[config.mk]
export PLATFORM = sky130hd
export DESIGN_NAME = ov5640_gray_stream
export DESIGN_NICKNAME = d
export VERILOG_FILES = /design/src/rtl/ov5640_gray_stream.sv
export SDC_FILE = /design/constraint.sdc
export NUM_CORES = 1
export LEC_CHECK = 0
export ABC_CLOCK_PERIOD_IN_PS = 5000
export BUFFER_PORTS_ARGS = -buffer_cell sky130_fd_sc_hd__buf_2
export CAP_MARGIN = 30
export CORE_MARGIN = 3
export CORE_UTILIZATION = 40
export CTS_CLUSTER_DIAMETER = 50
export CTS_CLUSTER_SIZE = 24
export DETAILED_ROUTE_END_ITERATION = 8
export PLACE_DENSITY = 0.61
export SYNTH_ARGS = -nofsm -noshare
export SYNTH_HDL_FRONTEND = slang
export SYNTH_SLANG_ARGS = --single-unit
[constraint.sdc]
create_clock -name sys_clk -period 5 [get_ports sys_clk]
set_input_delay 1 -clock sys_clk [delete_from_list [all_inputs] [get_ports sys_clk]]
set_output_delay 1 -clock sys_clk [all_outputs]
set_load 0.02 [all_outputs]
[src/rtl/ov5640_gray_stream.sv]
// RGB565 camera stream to 8-bit luma with x/y and SOF/EOL/EOF tags.
// Frames are delimited by vsync; every frame is size-checked and completed frames are counted.
module ov5640_gray_stream #(
    parameter int IMG_W = 640,
    parameter int IMG_H = 480,
    parameter int X_W   = 11,
    parameter int Y_W   = 10
) (
    input  logic           sys_clk,
    input  logic           sys_rst,
    input  logic           frame_vsync,
    input  logic           pix_valid,
    input  logic [15:0]    pix_data,
    output logic           gray_valid,
    output logic [7:0]     gray_data,
    output logic [X_W-1:0] gray_x,
    output logic [Y_W-1:0] gray_y,
    output logic           gray_sof,
    output logic           gray_eol,
    output logic           gray_eof,
    output logic           frame_err,
    output logic [15:0]    frame_cnt
);

    typedef enum logic [1:0] {S_SYNC, S_WAIT, S_ACTIVE} state_t;

    state_t         r_state, w_state_nx;
    logic           r_vsync_d;
    logic [X_W-1:0] r_x;
    logic [Y_W-1:0] r_y;
    logic           r_done, r_ovf, r_frame_err;
    logic [15:0]    r_frame_cnt;

    logic           w_rise, w_fall, w_x_last, w_y_last;
    logic           w_accept, w_drop_ovf, w_clear, w_err;

    logic           r_s1_valid, r_s1_sof, r_s1_eol, r_s1_eof;
    logic [X_W-1:0] r_s1_x;
    logic [Y_W-1:0] r_s1_y;
    logic [15:0]    r_s1_pr, r_s1_pg, r_s1_pb;

    logic           r_g_valid, r_g_sof, r_g_eol, r_g_eof;
    logic [7:0]     r_g_data;
    logic [X_W-1:0] r_g_x;
    logic [Y_W-1:0] r_g_y;

    logic [7:0]     w_r8, w_g8, w_b8;
    logic [15:0]    w_sum;

    assign w_rise   = frame_vsync & ~r_vsync_d;
    assign w_fall   = ~frame_vsync & r_vsync_d;
    assign w_x_last = (r_x == X_W'(IMG_W - 1));
    assign w_y_last = (r_y == Y_W'(IMG_H - 1));

    always_ff @(posedge sys_clk or posedge sys_rst) begin
        if (sys_rst) begin
            r_state   <= S_SYNC;
            r_vsync_d <= 1'b0;
        end else begin
            r_state   <= w_state_nx;
            r_vsync_d <= frame_vsync;
        end
    end

    // The size check at rise already accounts for a pixel arriving in the same cycle.
    always_comb begin
        w_state_nx = r_state;
        w_accept   = 1'b0;
        w_drop_ovf = 1'b0;
        w_clear    = 1'b0;
        w_err      = 1'b0;
        case (r_state)
            S_SYNC: if (w_rise) w_state_nx = S_WAIT;
            S_WAIT: begin
                if (w_fall) begin
                    w_clear    = 1'b1;
                    w_state_nx = S_ACTIVE;
                end
            end
            S_ACTIVE: begin
                w_accept   = pix_valid & ~r_done;
                w_drop_ovf = pix_valid & r_done;
                if (w_rise) begin
                    w_err      = ~(r_done | (w_accept & w_x_last & w_y_last))
                                 | r_ovf | w_drop_ovf;
                    w_state_nx = S_WAIT;
                end
            end
            default: w_state_nx = S_SYNC;
        endcase
    end

    always_ff @(posedge sys_clk or posedge sys_rst) begin
        if (sys_rst) begin
            r_x         <= '0;
            r_y         <= '0;
            r_done      <= 1'b0;
            r_ovf       <= 1'b0;
            r_frame_err <= 1'b0;
            r_frame_cnt <= '0;
        end else begin
            r_frame_err <= w_err;
            if (w_clear) begin
                r_x    <= '0;
                r_y    <= '0;
                r_done <= 1'b0;
                r_ovf  <= 1'b0;
            end else begin
                if (w_accept) begin
                    if (w_x_last) begin
                        r_x <= '0;
                        r_y <= r_y + 1'b1;
                        if (w_y_last) begin
                            r_done      <= 1'b1;
                            r_frame_cnt <= r_frame_cnt + 16'd1;
                        end
                    end else begin
                        r_x <= r_x + 1'b1;
                    end
                end
                if (w_drop_ovf) r_ovf <= 1'b1;
            end
        end
    end

    assign w_r8  = {pix_data[15:11], pix_data[15:13]};
    assign w_g8  = {pix_data[10:5],  pix_data[10:9]};
    assign w_b8  = {pix_data[4:0],   pix_data[4:2]};
    assign w_sum = r_s1_pr + r_s1_pg + r_s1_pb;

    always_ff @(posedge sys_clk or posedge sys_rst) begin
        if (sys_rst) begin
            r_s1_valid <= 1'b0;
            r_s1_sof   <= 1'b0;
            r_s1_eol   <= 1'b0;
            r_s1_eof   <= 1'b0;
            r_s1_x     <= '0;
            r_s1_y     <= '0;
            r_s1_pr    <= '0;
            r_s1_pg    <= '0;
            r_s1_pb    <= '0;
            r_g_valid  <= 1'b0;
            r_g_sof    <= 1'b0;
            r_g_eol    <= 1'b0;
            r_g_eof    <= 1'b0;
            r_g_data   <= '0;
            r_g_x      <= '0;
            r_g_y      <= '0;
        end else begin
            r_s1_valid <= w_accept;
            r_s1_sof   <= w_accept & (r_x == '0) & (r_y == '0);
            r_s1_eol   <= w_accept & w_x_last;
            r_s1_eof   <= w_accept & w_x_last & w_y_last;
            r_s1_x     <= r_x;
            r_s1_y     <= r_y;
            r_s1_pr    <= 16'(w_r8) * 16'd77;
            r_s1_pg    <= 16'(w_g8) * 16'd150;
            r_s1_pb    <= 16'(w_b8) * 16'd29;
            r_g_valid  <= r_s1_valid;
            r_g_sof    <= r_s1_sof;
            r_g_eol    <= r_s1_eol;
            r_g_eof    <= r_s1_eof;
            r_g_data   <= w_sum[15:8];
            r_g_x      <= r_s1_x;
            r_g_y      <= r_s1_y;
        end
    end

    assign gray_valid = r_g_valid;
    assign gray_data  = r_g_data;
    assign gray_x     = r_g_x;
    assign gray_y     = r_g_y;
    assign gray_sof   = r_g_sof;
    assign gray_eol   = r_g_eol;
    assign gray_eof   = r_g_eof;
    assign frame_err  = r_frame_err;
    assign frame_cnt  = r_frame_cnt;

endmodule

==> flow_summary_export.csv <==
group,metric,value,unit
hold_path,whs_path_depth,0,
power_and_ir_drop,power_density,505,nW/um^2
floorplanning,core,19700,sq um
floorplanning,die_w,148,microns
cts,cts_tree,"yes",
critical_path,worstSetupPathType,"input port to register",
grt,gr-total-overflow,0,
timing,finalSetupViolCount,0,
critical_path,r2r-end,"gray_data[7]",
detailed_routing,avgViaCountPerCell,4.80,
final_layout,n_fill_cell,1839,
grt,grt_pass1_vias,5268,
cts,cts_made_buffers,17,
hold_path,worstHoldStart,"r_s1_x[0]",
cts,clock_sinks,144,
logic_synthesis,yosysSeqAreaShare,44.6,%
power_and_ir_drop,leakage,4.92,nW
critical_path,startpoint_type,"input port",
run,maxCapViolCount,0,
critical_path,cp.required,5.34,ns
timing,rsz0062_at_grt,"false",
timing,fin_worst_skew,0.0110,ns
final_layout,drive_gt1_share,14.2,%
logic_synthesis,yosys_warnings,0,
logic_synthesis,synth_top_area_share,44.6,%
final_layout,final_cell_mix,"dfrtp_1 (144), ha_1 (116), inv_1 (80), buf_2 (69), xnor2_1 (43)",
floorplanning,pin_count,70,
hold_path,hold_path.class,"register to register",
logic_synthesis,yosys_most_used_dff,"dfrtp_1",
critical_path,r2r_cells,10,
grt,antenna_found_initial,0,
critical_path,worstPathMaxFanout,8,
floorplanning,rows,51,
floorplanning,initial_core_util,41.1,%
logic_synthesis,synth-edff-count,0,
critical_path,arrival,3.96,ns
timing,worst_slew_pin_slew,0.589,ns
grt,grt_use_total,14.4,%
timing,slew_headroom,60.8,%
final_layout,syn2layout_area_growth,15.8,%
detailed_routing,first_pass_iters,4,
logic_synthesis,synth.distinct_cells,47,
detailed_routing,drt_iter0_markers,179,
grt,grt_pass1_wl,25400,microns
cts,cts_root_buf,"clkbuf_16",
placement,hpwl,11500,microns
final_layout,final_common_cell,"dfrtp_1",
logic_synthesis,synth_top_area_cell,"dfrtp_1",
final_layout,multiInputGateArea,4140,sq um
critical_path,end_kind,"register",
final_layout,nNetsFinal,950,
logic_synthesis,ys_seq_elements,144,
cts,h-tree-depth,4,
final_layout,post-route-cell-area,9360,sq um
floorplanning,die_h,148,microns
run_status,outcome,"completed",
logic_synthesis,yosys-top-cells-area,"dfrtp_1 (45%), ha_1 (18%), fa_1 (9.2%)",
logic_synthesis,async_flop_share,100,%
critical_path,r2r_slack,2.29,ns
timing,slew_violations,0,
cts,ctsHoldBuffers,0,
final_layout,regArea,3600,sq um
cts,cts.clk_slew.worst_paths,0.06,ns
cts,clk_latency,0.42,ns
detailed_routing,drc,0,
floorplanning,dieArea,21900,sq um
cts,post_cts_resized,0,
timing,fmax,277,MHz
power_and_ir_drop,irDropWorstVdd,276,uV
timing,fin_crit,3.61,ns
logic_synthesis,syn_area_per_cell,11.7,sq um
logic_synthesis,synth_area,8080,sq um
grt,grt_max_degree,58,
logic_synthesis,syn_nets,865,
detailed_routing,finalWirelength,14700,microns
placement,gp_congestion,0.814,
timing,final.period_utilization,72.3,%
placement,io_buffers,69,
detailed_routing,ant_nets,0,
timing,final-hold-violation-count,0,
logic_synthesis,syn_inst,692,
detailed_routing,wl_per_cell,13.9,microns
cts,cts_setup_buffers,0,
cts,cts_buffer_depth,2,
placement,placed_cell_area,8750,sq um
timing,fin_tns_setup,0,ns
hold_path,hold_end,"gray_x[0]",
critical_path,r2r_start,"r_s1_pr[3]",
detailed_routing,num_vias,5066,
final_layout,diodes,0,
flip-flops by register name (all words and copies together), names as in the netlist, 2 cells and up:
signal     flops
r_state        2
gray_y        10
r_x           11
r_s1_pr       15
frame_cnt     16
r_s1_x        11
r_s1_pb       13
r_y           10
gray_data      8
r_s1_pg       15
gray_x        11
r_s1_y        10
logic make-up after synthesis:
family / count (synthesis) / share of synthesized area, %
AOI/OAI and AO/OA: 92 / 7.23
xor gates and xnor gates: 67 / 7.26
adders and majority gates: 153 / 27.1
buffers and inverters: 87 / 4.15
DFF: 144 / 44.6
muxes: 1 / 0.139
and+or+nand+nor: 148 / 9.46
worst max-delay path by stage:
stage,to,slack [ns],cells past startpoint,start
after global routing,r_s1_pr[14],1.15,13,pix_data[13]
after detailed placement,r_s1_pr[12],0.94,13,pix_data[13]
after floorplan,frame_cnt[0],0.13,1,sys_rst
final,r_s1_pg[13],1.39,13,pix_data[9]
after CTS,r_s1_pg[13],1.39,13,pix_data[9]
after global placement,r_s1_pg[13],0.99,13,pix_data[9]
critical path: stages:
cell and delay, ns:
buf_2 0.15, ha_1 0.29, ha_1 0.27, inv_1 0.05
fa_1 0.53, inv_1 0.05, fa_1 0.45, ha_1 0.36
o21ai_0 0.11, o21ai_0 0.15, a31o_2 0.26, a21oi_1 0.17
xnor2_1 0.13
per-stage QoR:
step	total power (W)	worst slack, ns	hold WS [ns]	util, %	instances
CTS	0.00479	1.39	0.348	47.6	1055
global placement	0.00346	0.987	0.332	44.5	1023
floorplan	0.00302	0.134	0.331	-	692
global route	0.00512	1.15	0.355	47.6	1055
detailed placement	0.00348	0.936	0.335	44.5	1023
finish	0.00472	1.39	0.347	47.6	1055
power breakdown:
| group | switching, W | internal (W) | leakage [nW] |
|---|---|---|---|
| registers | 0.000115 | 0.00139 | 1.89 |
| logic | 0.00106 | 0.000873 | 2.74 |
| clock network | 0.000522 | 0.000766 | 0.293 |
| total | 0.00170 | 0.00302 | 4.92 |
routing by layer:
metal | up-vias | part of all wire [%] | track usage (%)
li1 | 2508 | - | -
met1 | 2440 | 46 | 18.6
met2 | 89 | 48 | 24.0
met3 | 29 | 3.7 | 2.86
met4 | 0 | 2.2 | 5.96
met5 | - | 0 | 0
cells in the mapped netlist, drive strengths merged (4+ instances only):
master  instances
fa             37
a21oi          23
nand2b          9
nor3            8
dfrtp         144
o21bai          7
nand3          20
xor2           24
a31oi           5
nor2           39
inv            81
ha            116
o21a            5
nor2b           5
o21ai          22
and3           10
a21o           14
and4            4
nand4          12
xnor2          43
nand2          27
area by class of cell:
class | count | area share (%)
clock buffers | 18 | 4.69
clock inverters | 14 | 1.79
inverters | 81 | 3.30
multi-input cells | 461 | 44.2
flip-flops and latches | 144 | 38.5
well taps | 265 | 3.54
repair buffers | 72 | 3.93
(Power assumes the default switching activity.)
